[config.mk]
export PLATFORM = sky130hd
export DESIGN_NAME = ber_prbs_check
export DESIGN_NICKNAME = d
export VERILOG_FILES = /design/src/rtl/ber_prbs_check.sv
export SDC_FILE = /design/constraint.sdc
export NUM_CORES = 1
export LEC_CHECK = 0
export ABC_AREA = 1
export ABC_CLOCK_PERIOD_IN_PS = 3100
export BUFFER_PORTS_ARGS = -buffer_cell sky130_fd_sc_hd__clkbuf_2
export CAP_MARGIN = 40
export CORE_UTILIZATION = 35
export DETAILED_ROUTE_END_ITERATION = 8
export MAX_ROUTING_LAYER = met4
export PLACE_DENSITY = 0.48
export SYNTH_ARGS = -nofsm -noshare
export SYNTH_HDL_FRONTEND = slang
export SYNTH_SLANG_ARGS = --single-unit
export TNS_END_PERCENT = 30
[constraint.sdc]
create_clock -name CLK -period 3.1 [get_ports CLK]
set_input_delay 0.465 -clock CLK [delete_from_list [all_inputs] [get_ports CLK]]
set_output_delay 0.465 -clock CLK [all_outputs]
set_load 0.1 [all_outputs]
[src/rtl/ber_prbs_check.sv]
// Receive-side PRBS7 (x^7+x^6+1) checker: locks to the incoming stream,
// counts locked and errored bits, and publishes periodic snapshots.
module ber_prbs_check #(
    parameter int unsigned LOCK_THRESH = 64,
    parameter int unsigned WIN_LEN     = 256,
    parameter int unsigned UNLOCK_ERR  = 16,
    parameter int unsigned REPORT_CYC  = 50000000
) (
    input  logic        CLK,
    input  logic        RSTX,
    input  logic        DIN,
    input  logic        DIN_VALID,
    input  logic        CLEAR,
    output logic        LOCK,
    output logic        START,
    output logic [57:0] RECV_CNT,
    output logic [63:0] ERR_CNT
);

    localparam int WPW = (WIN_LEN > 1) ? $clog2(WIN_LEN) : 1;

    typedef enum logic [1:0] {
        SEED,
        VERIFY,
        LOCKED
    } state_t;

    state_t         state;
    logic [6:0]     lfsr;
    logic [2:0]     seed_cnt;
    logic [7:0]     match_cnt;
    logic [WPW-1:0] win_pos;
    logic [16:0]    win_err;
    logic [57:0]    rx_live;
    logic [63:0]    err_live;
    logic [31:0]    timer;

    logic        pred;
    logic        bit_err;
    logic [6:0]  lfsr_din;
    logic [16:0] win_sum;
    logic        wrap;
    logic        cnt_en;
    logic        tick;
    logic [57:0] rx_nxt;
    logic [63:0] err_nxt;

    always_comb begin
        pred     = lfsr[6] ^ lfsr[5];
        bit_err  = DIN ^ pred;
        lfsr_din = {lfsr[5:0], DIN};
        win_sum  = win_err + 17'(bit_err);
        wrap     = (win_pos == WPW'(WIN_LEN - 1));
        // a saturated receive count freezes both counters
        cnt_en   = DIN_VALID && (state == LOCKED) && !(&rx_live);
        rx_nxt   = rx_live + 58'(cnt_en);
        err_nxt  = err_live + 64'(cnt_en & bit_err & ~(&err_live));
        tick     = (timer == 32'(REPORT_CYC - 1));
    end

    always_ff @(posedge CLK or negedge RSTX) begin
        if (!RSTX) begin
            state     <= SEED;
            lfsr      <= '0;
            seed_cnt  <= '0;
            match_cnt <= '0;
            win_pos   <= '0;
            win_err   <= '0;
            LOCK      <= 1'b0;
        end else if (DIN_VALID) begin
            unique case (state)
                SEED: begin
                    lfsr <= lfsr_din;
                    if (seed_cnt == 3'd6) begin
                        seed_cnt <= '0;
                        if (lfsr_din != 7'd0) begin
                            state     <= VERIFY;
                            match_cnt <= '0;
                        end
                    end else begin
                        seed_cnt <= seed_cnt + 3'd1;
                    end
                end
                VERIFY: begin
                    lfsr <= lfsr_din;
                    if (bit_err) begin
                        state    <= SEED;
                        seed_cnt <= '0;
                    end else if (match_cnt == 8'(LOCK_THRESH - 1)) begin
                        state   <= LOCKED;
                        LOCK    <= 1'b1;
                        win_pos <= '0;
                        win_err <= '0;
                    end else begin
                        match_cnt <= match_cnt + 8'd1;
                    end
                end
                LOCKED: begin
                    // flywheel: keep our own sequence, ignore DIN
                    lfsr    <= {lfsr[5:0], pred};
                    win_pos <= wrap ? '0 : win_pos + WPW'(1);
                    win_err <= wrap ? 17'(bit_err) : win_sum;
                    if (win_sum >= 17'(UNLOCK_ERR)) begin
                        state    <= SEED;
                        seed_cnt <= '0;
                        LOCK     <= 1'b0;
                    end
                end
                default: begin
                    state <= SEED;
                end
            endcase
        end
    end

    always_ff @(posedge CLK or negedge RSTX) begin
        if (!RSTX) begin
            rx_live  <= '0;
            err_live <= '0;
            timer    <= '0;
            START    <= 1'b0;
            RECV_CNT <= '0;
            ERR_CNT  <= '0;
        end else begin
            START <= 1'b0;
            if (CLEAR) begin
                rx_live  <= '0;
                err_live <= '0;
                timer    <= '0;
            end else begin
                rx_live  <= rx_nxt;
                err_live <= err_nxt;
                if (tick) begin
                    timer    <= '0;
                    START    <= 1'b1;
                    RECV_CNT <= rx_nxt;
                    ERR_CNT  <= err_nxt;
                end else begin
                    timer <= timer + 32'd1;
                end
            end
        end
    end

endmodule

# Word level (Yosys, flattened, before mapping)
# Cells that the tools add are included.
dict set report word_totals {
  register_bits 323
  in_bits 5
  out_inout_bits 124
  word_cells 94
}
dict set report op_classes {
  addsub 7
  n_lt_le_gt_ge 1
  eq_ne 14
  mux 34
  bitwise_logic 6
  n_reduce_logical 19
}
# op n
set op_table {}
lappend op_table {{64-bit adder} 1}
lappend op_table {{1-bit by 64-bit bitwise AND with 64-bit output} 1}
lappend op_table {{32-bit two-way mux} 2}
lappend op_table {{64-bit two-way mux} 1}
lappend op_table {{1-bit inverter with 64-bit output} 1}
lappend op_table {{64-bit AND reduction} 1}
lappend op_table {{58-bit by 1-bit adder with 58-bit output} 1}
lappend op_table {{58-bit two-way mux} 1}
lappend op_table {{58-bit AND reduction} 1}
lappend op_table {{8-bit two-way mux} 7}
lappend op_table {{17-bit two-way mux} 3}
lappend op_table {{17-bit one-hot mux with 2 select lines} 1}
lappend op_table {{32-bit by 1-bit adder with 32-bit output (second input constant)} 1}
lappend op_table {{32-bit by 26-bit equality test with 1-bit output (second input constant)} 1}
lappend op_table {{8-bit one-hot mux with 2 select lines} 2}
lappend op_table {{17-bit by 1-bit adder with 17-bit output} 1}
lappend op_table {{17-bit by 5-bit >= comparator with 1-bit output (second input constant)} 1}
lappend op_table {{8-bit by 1-bit adder with 8-bit output (second input constant)} 2}
lappend op_table {{7-bit one-hot mux with 2 select lines} 1}
lappend op_table {{2-bit inequality test (second input constant)} 6}
lappend op_table {{2-bit two-way mux} 5}
lappend op_table {{5-bit AND reduction} 2}
lappend op_table {{3-bit two-way mux} 3}
lappend op_table {{3-bit one-hot mux with 3 select lines} 1}
lappend op_table {{other kinds (24)} 34}

# Logic depth before layout (Yosys ltp)
# Gate-level depths: netlist of the first run.
dict set report depth {
  depth_word 7
  depth_mapped 23
  ltp_nobuf 23
}

# Worst setup path after synthesis of the first run
# Ideal clock, no wire load.
dict set report synth_path {
  path_type {register -> register}
  start {register state[0]}
  end {register ERR_CNT[50]}
  setup_time_ns 0.120
  arrival_ns 2.737
  required_ns 2.980
  setup_slack_ns 0.243
  stages_incl_launch_ff 22
  path_buffers 1
  synth_period_minus_slack_ns 2.857
  cell_sequence {dfrtp_1 -> inv_1 -> ha_1 -> clkbuf_1 -> nand2_1 -> nor2_1 -> o211a_1 -> ha_1 -> ha_1 -> nand3_1 -> inv_1 -> nand2_2 -> inv_1 -> nand2_1 -> nor2_1 -> nand3_1 -> nor2_2 -> nand2_1 -> nand2_1 -> nand2_1 -> nand2_1 -> nand2_1}
}
dict set report synth_via {
  elab_chain_cells 6
}
# item line_no
set synth_rtl {}
lappend synth_rtl {{start, declared} 28} ;# state_t state;
lappend synth_rtl {{start signal, assigned} 63} ;# state <= SEED;
lappend synth_rtl {{start signal, assigned} 77} ;# state <= VERIFY;
lappend synth_rtl {{start signal, assigned} 87} ;# state <= SEED;
lappend synth_rtl {{2-bit equality test} 55} ;# cnt_en = DIN_VALID && (state == LOCKED) && !(&rx_live);
lappend synth_rtl {{1-bit logical AND (2 in series)} 55}
lappend synth_rtl {{1-bit bitwise AND} 57} ;# err_nxt = err_live + 64'(cnt_en & bit_err & ~(&err_live));
lappend synth_rtl {{1-bit by 64-bit bitwise AND with 64-bit output} 57}
lappend synth_rtl {{64-bit adder} 57}
lappend synth_rtl {{end signal, assigned} 137} ;# ERR_CNT <= err_nxt;
lappend synth_rtl {{end, declared} 17} ;# output logic [63:0] ERR_CNT
# Every way passes these cells.
# A chain may end at the register's enable or synchronous reset.

# Final worst setup path of the first run
dict set report layout_path {
  start {register err_live[13]}
  end {register ERR_CNT[28]}
}
dict set report layout_via {
  elab_chain_cells 4
}
# item line_no
set layout_rtl {}
lappend layout_rtl {{start, declared} 35} ;# logic [63:0] err_live;
lappend layout_rtl {{start signal, assigned} 132} ;# err_live <= err_nxt;
lappend layout_rtl {{64-bit AND reduction} 57}
lappend layout_rtl {{1-bit inverter with 64-bit output} 57}
lappend layout_rtl {{1-bit by 64-bit bitwise AND with 64-bit output} 57}
lappend layout_rtl {{64-bit adder (*)} 57}
# Mark *: on every way between the ends. The rest lies on a longest branch, timed or not.

==> results of run 1 <==
-- worst max-delay path: cells and delay by family (launching register included) --
family          cells  cell delay [ns]
fa+ha+maj           2             0.32
simple gates        8             0.97
flops               1             0.38
buf+inv             4             0.48
xor+xnor            1             0.31
compound gates      2             0.41
-- through the flow --
stage	worst slack (ns)	std cells	instance area (sq um)	hold slack, ns	setup TNS [ns]
2_1_floorplan	0.243	2079	16600	0.169	0
5_1_grt	-0.0279	2945	20100	0.316	-0.0603
3_3_place_gp	-0.202	2867	18500	0.454	-1.41
4_1_cts	-0.0439	2936	19800	0.278	-0.0926
3_5_place_dp	-0.182	2867	18500	0.449	-1.25
6_report	0.143	2945	20100	0.310	0
-- timing repair --
item | 4_1_cts | 5_1_grt
setup endpoints to repair | 24 | 158
setup buffers | 0 | 9
hold buffers | 1 | 0
resized for setup | 15 | 58
pin swaps | 1 | 10
hold endpoints to repair | 65 | 0
-- worst paths after layout --
check,start,to,slack [ns],depth (start not counted)
worst min register to register,timer[0],timer[0],0.45,1
worst max-delay path,err_live[13],ERR_CNT[28],0.14,17
max in group asynchronous,RSTX,ERR_CNT[24],1.79,3
worst min-delay path,DIN,lfsr[0],0.31,3
min in group asynchronous,RSTX,RECV_CNT[26],0.48,2
worst max register to register,err_live[13],ERR_CNT[28],0.14,17
-- Yosys cell counts (5+ instances only) --
cell type / n
nor3_1: 77
inv_1: 189
nand3_1: 99
nand2_1: 575
nor4_1: 11
o21ai_0: 37
nand4_1: 38
a21oi_1: 14
ha_1: 14
xnor2_1: 35
xor2_1: 107
dfrtp_1: 323
or2_2: 12
buf_1: 5
and2_1: 10
clkbuf_1: 22
o21ai_2: 52
o21ai_1: 48
mux2_2: 5
nor2_1: 351
buf_6: 19
-- per-layer routing --
layer  vias to the layer above  share of wire (%)
met3                        75                3.3
li1                       7059                  -
met1                      6697                 46
met2                       232                 48
met4                         0                2.8
met5                         -                  0
-- power groups by stage --
stage / clock (mW) / sequential (mW) / combinational, mW
detailed placement: 0 / 4.65 / 1.16
global route: 4.67 / 4.60 / 1.32
floorplan: 0 / 4.76 / 0.662
finish: 4.36 / 4.57 / 1.14
global placement: 0 / 4.64 / 1.15
CTS: 4.53 / 4.57 / 1.17
-- state kept, by name (all words and copies together) (netlist names), 2 cells and up --
name,flops
ERR_CNT,64
RECV_CNT,58
err_live,64
lfsr,7
match_cnt,8
rx_live,58
seed_cnt,3
state,2
timer,32
win_err,17
win_pos,8
-- cell families (layout without fill, tap and decap cells) --
group	count (synthesis)	count (layout)	share of synthesized area, %
simple gates	1190	1190	29.8
compound gates	163	163	6.28
flops	323	323	48.7
xor+xnor	142	142	7.49
fa+ha+maj	14	14	1.05
mux	5	5	0.339
buf+inv	242	501	6.36
-- area by class of cell --
cell class	instances	area [sq um]	share of cell area, %
sequential	323	8080	40.2
multi-input combinational	1514	7750	38.6
timing repair buffer	240	1570	7.82
clock buffer	57	1110	5.54
tap	607	759	3.78
inverter	193	732	3.64
clock inverter	11	93.8	0.467
==> metrics.md, run 1 <==
| Metric | Value |
|---|---|
| TritonCTS clock tree | built |
| Total net switching power | 2.77 mW |
| Global-route total usage across every layer | 21.4% |
| GP Congestion | 0.931 |
| Antenna-violating nets left | 0 |
| Max H-tree Level | 2 |
| Outcome | finished, violations left |
| I/O Buffers | 128 |
| Total of max-cap violations | 0 |
| Synth area leader | dfrtp_1 |
| Int Power | 7.31 mW |
| Syn avg cell area | 7.99 sq um |
| # clock sinks | 323 |
| WS Path Type | flip-flop to flip-flop |
| Synth-to-layout area growth | 21.0% |
| Logic gate share of total power | 11.3% |
| Share of post-route cells with drive strength above 1 | 18.8% |
| Pwr Total | 10.1 mW |
| First-pass GRT wire length | 77.5 mm |
| Tmin final | 2.96 ns |
| I/O pin count | 129 |
| DRC | 19 |
| Flop pwr share | 45.4% |
| Cell Rows | 79 |
| Ys async rst share | 100% |
| Switching share of power | 27.5% |
| Clock Pin Slew Worst Setup and Hold Paths | 0.06 ns |
| Routed vias/inst | 4.78 |
| Fill cells | 4767 |
| Hold Crit Class | input pin to flip-flop |
| Initial core utilization | 35.6% |
| Max-slew violations | 0 |
| Setup Skew | 0.0160 ns |
| Sequential share of the synthesized area | 48.7% |
| Failing checks | DRC |
| GRT met1 Usage | 28.1% |
| Distinct cells, synth | 41 |
| CP max FO | 3 |
| Critical Path, Cell by Cell | nand2_1 > inv_1 > nand3_1 > inv_1 > nand2_1 > nor4_4 > nand2_1 > o211a_4 > ha_4 > ha_4 > nand3_2 > buf_4 > nor2_1 > nand2_1 > xor2_1 > inv_1 > o21ai_2 |
| Fin util | 43.1% |
| Synthesized flop and latch total | 323 |
| Global route overflow | 0 |
| Drt first pass iters | 7 |
| WP data arrival | 3.42 ns |
| Top_reg_cell synth | dfrtp_1 |
| Number of global-route vias before repair | 14000 |
| Hold Fails Final Rpt | 0 |
| Nets | 2329 |
| Cell mode on critical path | nand2_1 |
| Slowest CP cell | dfrtp_1 |
| Antenna diodes | 0 |
| Largest net degree at the start of global routing | 99 |
| Area of the core | 46700 sq um |
| Dominant cells by area after synthesis | dfrtp_1, nand2_1, nor2_1, xor2_1, inv_1 |
| VDD IR max | 352 uV |
| Most common cell after layout, fill and taps aside | nand2_1 |
| TritonCTS buffer count | 38 |
| EDFF count, synth | 0 |
| Final setup viols | 0 |
| Wire per inst | 16.7 microns |
| Clock power frac | 43.3% |
| FMAX | 338 MHz |
| Critical Path Start Type | flip-flop |
| GRT busiest layer | met2 |
| Commonest non-fill, non-tap cells in the layout | nand2_1, nor2_1, dfrtp_1 |
| Hpwl dp | 37.8 mm |
| Met2 Use GR | 34.5% |
| Clock Tree Buf Depth | 3 |
| Syn. warnings | 0 |
| Clk_lat worst skew | 0.55 ns |
| Die Wd | 220 microns |
| Setup crit end kind | flip-flop |
| Initial DRC count | 821 |
| Period utilisation layout | 95.4% |
| Routing usage on met3 | 2.53% |
| Post-synthesis cell count | 2079 |
| Die ar. | 48300 sq um |
| Die Y | 220 microns |
| Synth top area share | 48.7% |
| Slew @ Worst Pin | 0.744 ns |
| CP peak stage delay | 0.38 ns |
| Total number of vias | 14100 |
| Root Driver | clkbuf_16 |
| WL final | 49.1 mm |
| Pwr per Cell Area | 501 nW/um^2 |
| Mapped Nets | 2098 |
| Lkg Pwr | 9.06 nW |
| Initial antenna violation count | 0 |
| CP required | 3.57 ns |
| Max-slew headroom | 49.9% |
| Netlist Area Pre-Place | 16600 sq um |
No activity file was read; power rests on OpenSTA's default activity.
==> inputs of run 2 (changes only) <==
--- a/config.mk
+++ b/config.mk
@@ -5,14 +5,12 @@
 export SDC_FILE = /design/constraint.sdc
 export NUM_CORES = 1
 export LEC_CHECK = 0
-export ABC_AREA = 1
 export ABC_CLOCK_PERIOD_IN_PS = 3100
 export BUFFER_PORTS_ARGS = -buffer_cell sky130_fd_sc_hd__clkbuf_2
 export CAP_MARGIN = 40
 export CORE_UTILIZATION = 35
 export DETAILED_ROUTE_END_ITERATION = 8
 export MAX_ROUTING_LAYER = met4
-export PLACE_DENSITY = 0.48
 export SYNTH_ARGS = -nofsm -noshare
 export SYNTH_HDL_FRONTEND = slang
 export SYNTH_SLANG_ARGS = --single-unit
==> metrics.md, run 2 <==
| Metric | Value |
|---|---|
| Max-slew violations | 0 (unchanged) |
| Post-synthesis cell count | 1487 (-28%) |
| Count leader, synth | dfrtp_1 |
| Clock Pin Slew Worst Setup and Hold Paths | 0.05 ns (about the same) |
| Cell Rows | 74 (-6.3%) |
| Pwr Total | 10.0 mW (-0.72%) |
| TritonCTS buffer count | 38 (unchanged) |
| VDD IR max | 357 uV (+1.4%) |
| Distinct cells, synth | 59 (+44%) |
| Syn avg cell area | 9.81 sq um (+23%) |
| FMAX | 318 MHz (-5.8%) |
| Netlist Area Pre-Place | 14600 sq um (-12%) |
| Tmin final | 3.14 ns (+0.183 ns) |
| Global-route total usage across every layer | 17.9% (-3.5 points) |
| Post-route setup slack | -0.0400 ns (-0.183 ns) |
| Syn. warnings | 0 (unchanged) |
| Failing checks | DRC, setup timing |
| Worst reg-to-reg setup slack | -0.04 ns (-0.18 ns) |
| Period utilisation layout | 101% (+5.9 points) |
| GP Congestion | 0.882 (-5.3%) |
| Top_reg_cell synth | dfrtp_1 |
| DP Worst Slack | -0.281 ns (-0.0994 ns) |
| Die Y | 206 microns (-6.2%) |
| Fin util | 46.4% (+3.3 points) |
| Clock Tree Buf Depth | 3 (unchanged) |
| Area of the multi-input gates | 6950 sq um (-10%) |
| Dominant cells by area after synthesis | dfrtp_1, nand2_1, xor2_1, o21ai_0, nor2_1 |
| I/O pin count | 129 (unchanged) |
| Hold Fails Final Rpt | 0 (unchanged) |
| DRC | 14 (-5) |
| RR Startpoint | rx_live[46] |
| Initial core utilization | 35.6% (-0.038 points) |
| Hpwl dp | 24.6 mm (-35%) |
| Synthesized flop and latch total | 323 (unchanged) |
| Slowest CP cell | dfrtp_1 |
| Placed cell areas | 16900 sq um (-8.8%) |
| Initial DRC count | 650 (-21%) |
| CP max FO | 11 (+8) |
| TritonCTS clock tree | built |
| Largest net degree at the start of global routing | 242 (+140%) |
| Critical Path Start Type | flip-flop |
| Drt first pass iters | 7 (unchanged) |
| I/O Buffers | 128 (unchanged) |
| Total of max-cap violations | 0 (unchanged) |
| Antenna diodes | 0 (unchanged) |
| Synth-to-layout area growth | 30.4% |
| Pwr per Cell Area | 526 nW/um^2 (+4.9%) |
| Antenna-violating nets left | 0 (unchanged) |
| Hold Crit Class | input pin to flip-flop |
| Clk_lat worst skew | 0.54 ns (about the same) |
| CP required | 3.49 ns (-0.08 ns) |
| Commonest non-fill, non-tap cells in the layout | dfrtp_1, nand2_1, nor2_1 |
| Critical Path, Cell by Cell | and4_1 > and4_1 > and4_4 > a21oi_4 > nor3b_4 > ha_2 > nand4_1 > nor3_4 > nor3b_4 > and2b_1 > buf_12 > nand3_1 > xor2_2 > o21ai_1 |
| Total number of vias | 11600 (-18%) |
| FF-to-FF path depth | 14 (-3) |
| EDFF count, synth | 0 (unchanged) |
| WP data arrival | 3.53 ns (+0.11 ns) |
| First-pass GRT wire length | 59.2 mm (-24%) |
| Worst Hold End | lfsr[0] |
| Mapped Nets | 1506 (-28%) |
| Number of global-route vias before repair | 11400 (-18%) |
| Crit Reg-Reg Endpoint | ERR_CNT[61] |
| Initial antenna violation count | 0 (unchanged) |
| Global route overflow | 0 (unchanged) |
| Nets | 1771 (-24%) |
| Share of post-route cells with drive strength above 1 | 27.7% (+8.8 points) |
| WS Path Type | flip-flop to flip-flop |
| Post-synth top cells | dfrtp_1, nand2_1, nor2_1 |
| Fill cells | 3802 (-20%) |
| Top flop regs | ERR_CNT x64, err_live x64 |
| Slew @ Worst Pin | 0.893 ns (+0.150 ns) |
| Most common cell after layout, fill and taps aside | dfrtp_1 |
| Area of the core | 41000 sq um (-12%) |
| Synth top area share | 55.4% (+6.7 points) |
| Wire per inst | 15.8 microns (-5.1%) |
| Synth area leader | dfrtp_1 |
| Sequential cell area | 8080 sq um (unchanged) |
| Hold Path Depth | 4 (+1) |
| Final instance area | 19000 sq um (-5.3%) |
| Hold Startpoint | DIN |
| CP peak stage delay | 0.37 ns (about the same) |
| Setup crit end kind | flip-flop |
| Lkg Pwr | 8.81 nW (-2.8%) |
| WL final | 36.6 mm (-26%) |
| RSZ-0062 raised after global routing | true |
| # clock sinks | 323 (unchanged) |
| Ys async rst share | 100% (unchanged) |
| Routed vias/inst | 5.00 (+4.7%) |
| Die ar. | 42500 sq um (-12%) |
| Die Wd | 206 microns (-6.2%) |
| Hold Slack | 0.379 ns (+0.0687 ns) |
| Outcome | finished, violations left |
| Max-slew headroom | 40.4% (-9.5 points) |
| Setup Skew | 0.0134 ns (-0.00265 ns) |
| Root Driver | clkbuf_16 |
| Max H-tree Level | 2 (unchanged) |
| Sequential share of the synthesized area | 55.4% (+6.7 points) |
| Final setup viols | 17 (+17) |
-- run 2: worst max-delay path: cells and delay by family (launching register included) --
kind | cells | cell delay (ns)
AND/OR/NAND/NOR | 9 | 1.75
adder cells (fa/ha/maj) | 1 | 0.24
AO/OA/AOI/OAI | 2 | 0.30
buffers and inverters | 1 | 0.14
flip-flops | 1 | 0.37
XOR/XNOR | 1 | 0.19
-- run 2: how the worst max path moves through the flow --
| stage | start | to | slack [ns] | depth (start not counted) |
|---|---|---|---|---|
| 6_report | rx_live[46] | ERR_CNT[61] | -0.04 | 14 |
| 5_1_grt | rx_live[46] | ERR_CNT[53] | -0.30 | 14 |
| 4_1_cts | rx_live[46] | ERR_CNT[53] | -0.09 | 14 |
| 3_5_place_dp | rx_live[46] | ERR_CNT[50] | -0.28 | 15 |
| 3_3_place_gp | rx_live[46] | ERR_CNT[46] | -0.20 | 15 |
| 2_1_floorplan | rx_live[45] | ERR_CNT[63] | -0.07 | 15 |
-- run 2: where the power goes --
| part | total [mW] | switching [mW] | internal (mW) | leakage, nW |
|---|---|---|---|---|
| Sequential | 4.43 | 0.0992 | 4.33 | 4.49 |
| Clock | 4.52 | 1.77 | 2.76 | 0.620 |
| Combinational | 1.05 | 0.637 | 0.418 | 3.70 |
-- run 2: layout make-up --
cell class	instances	area share [%]
multi-input combinational	1077	36.5
sequential	323	42.5
tap	532	3.50
inverter	18	0.355
clock inverter	12	0.763
timing repair buffer	294	10.5
clock buffer	55	5.88
-- run 2: logic make-up (layout without fill, tap and decap cells) --
group                    count (synthesis)  count (layout)  synth area share, %
adder cells (fa/ha/maj)                 14              14                 1.20
AO/OA/AOI/OAI                          222             222                 8.47
buffers and inverters                   87             379                 2.42
AND/OR/NAND/NOR                        683             683                 22.8
flip-flops                             323             323                 55.4
XOR/XNOR                               146             146                 8.76
multiplexers                            12              12                0.943
-- run 2: metrics by stage --
step                TNS (ns)  instances
floorplan             -0.653       1487
global placement       -4.95       2229
detailed placement    -11.72       2230
CTS                    -1.56       2302
global route          -13.48       2311
finish                -0.396       2311
-- run 2: repair_timing --
item / 4_1_cts / 5_1_grt
endpoints found under the hold margin: 68 / 0
hold buffers: 1 / 0
pin swaps: 26 / 33
resized for setup: 40 / 91
setup endpoints to repair: 121 / 173
buffers inserted: 4 / 12
-- run 2: metal layers --
layer / vias to the layer above / wire [microns] / GRT usage (%)
met1: 5713 / 16600 / 23.5
met3: 62 / 1740 / 3.36
met4: 0 / 903 / 6.28
met5: - / 0 / -
li1: 5594 / - / -
met2: 188 / 17300 / 27.7
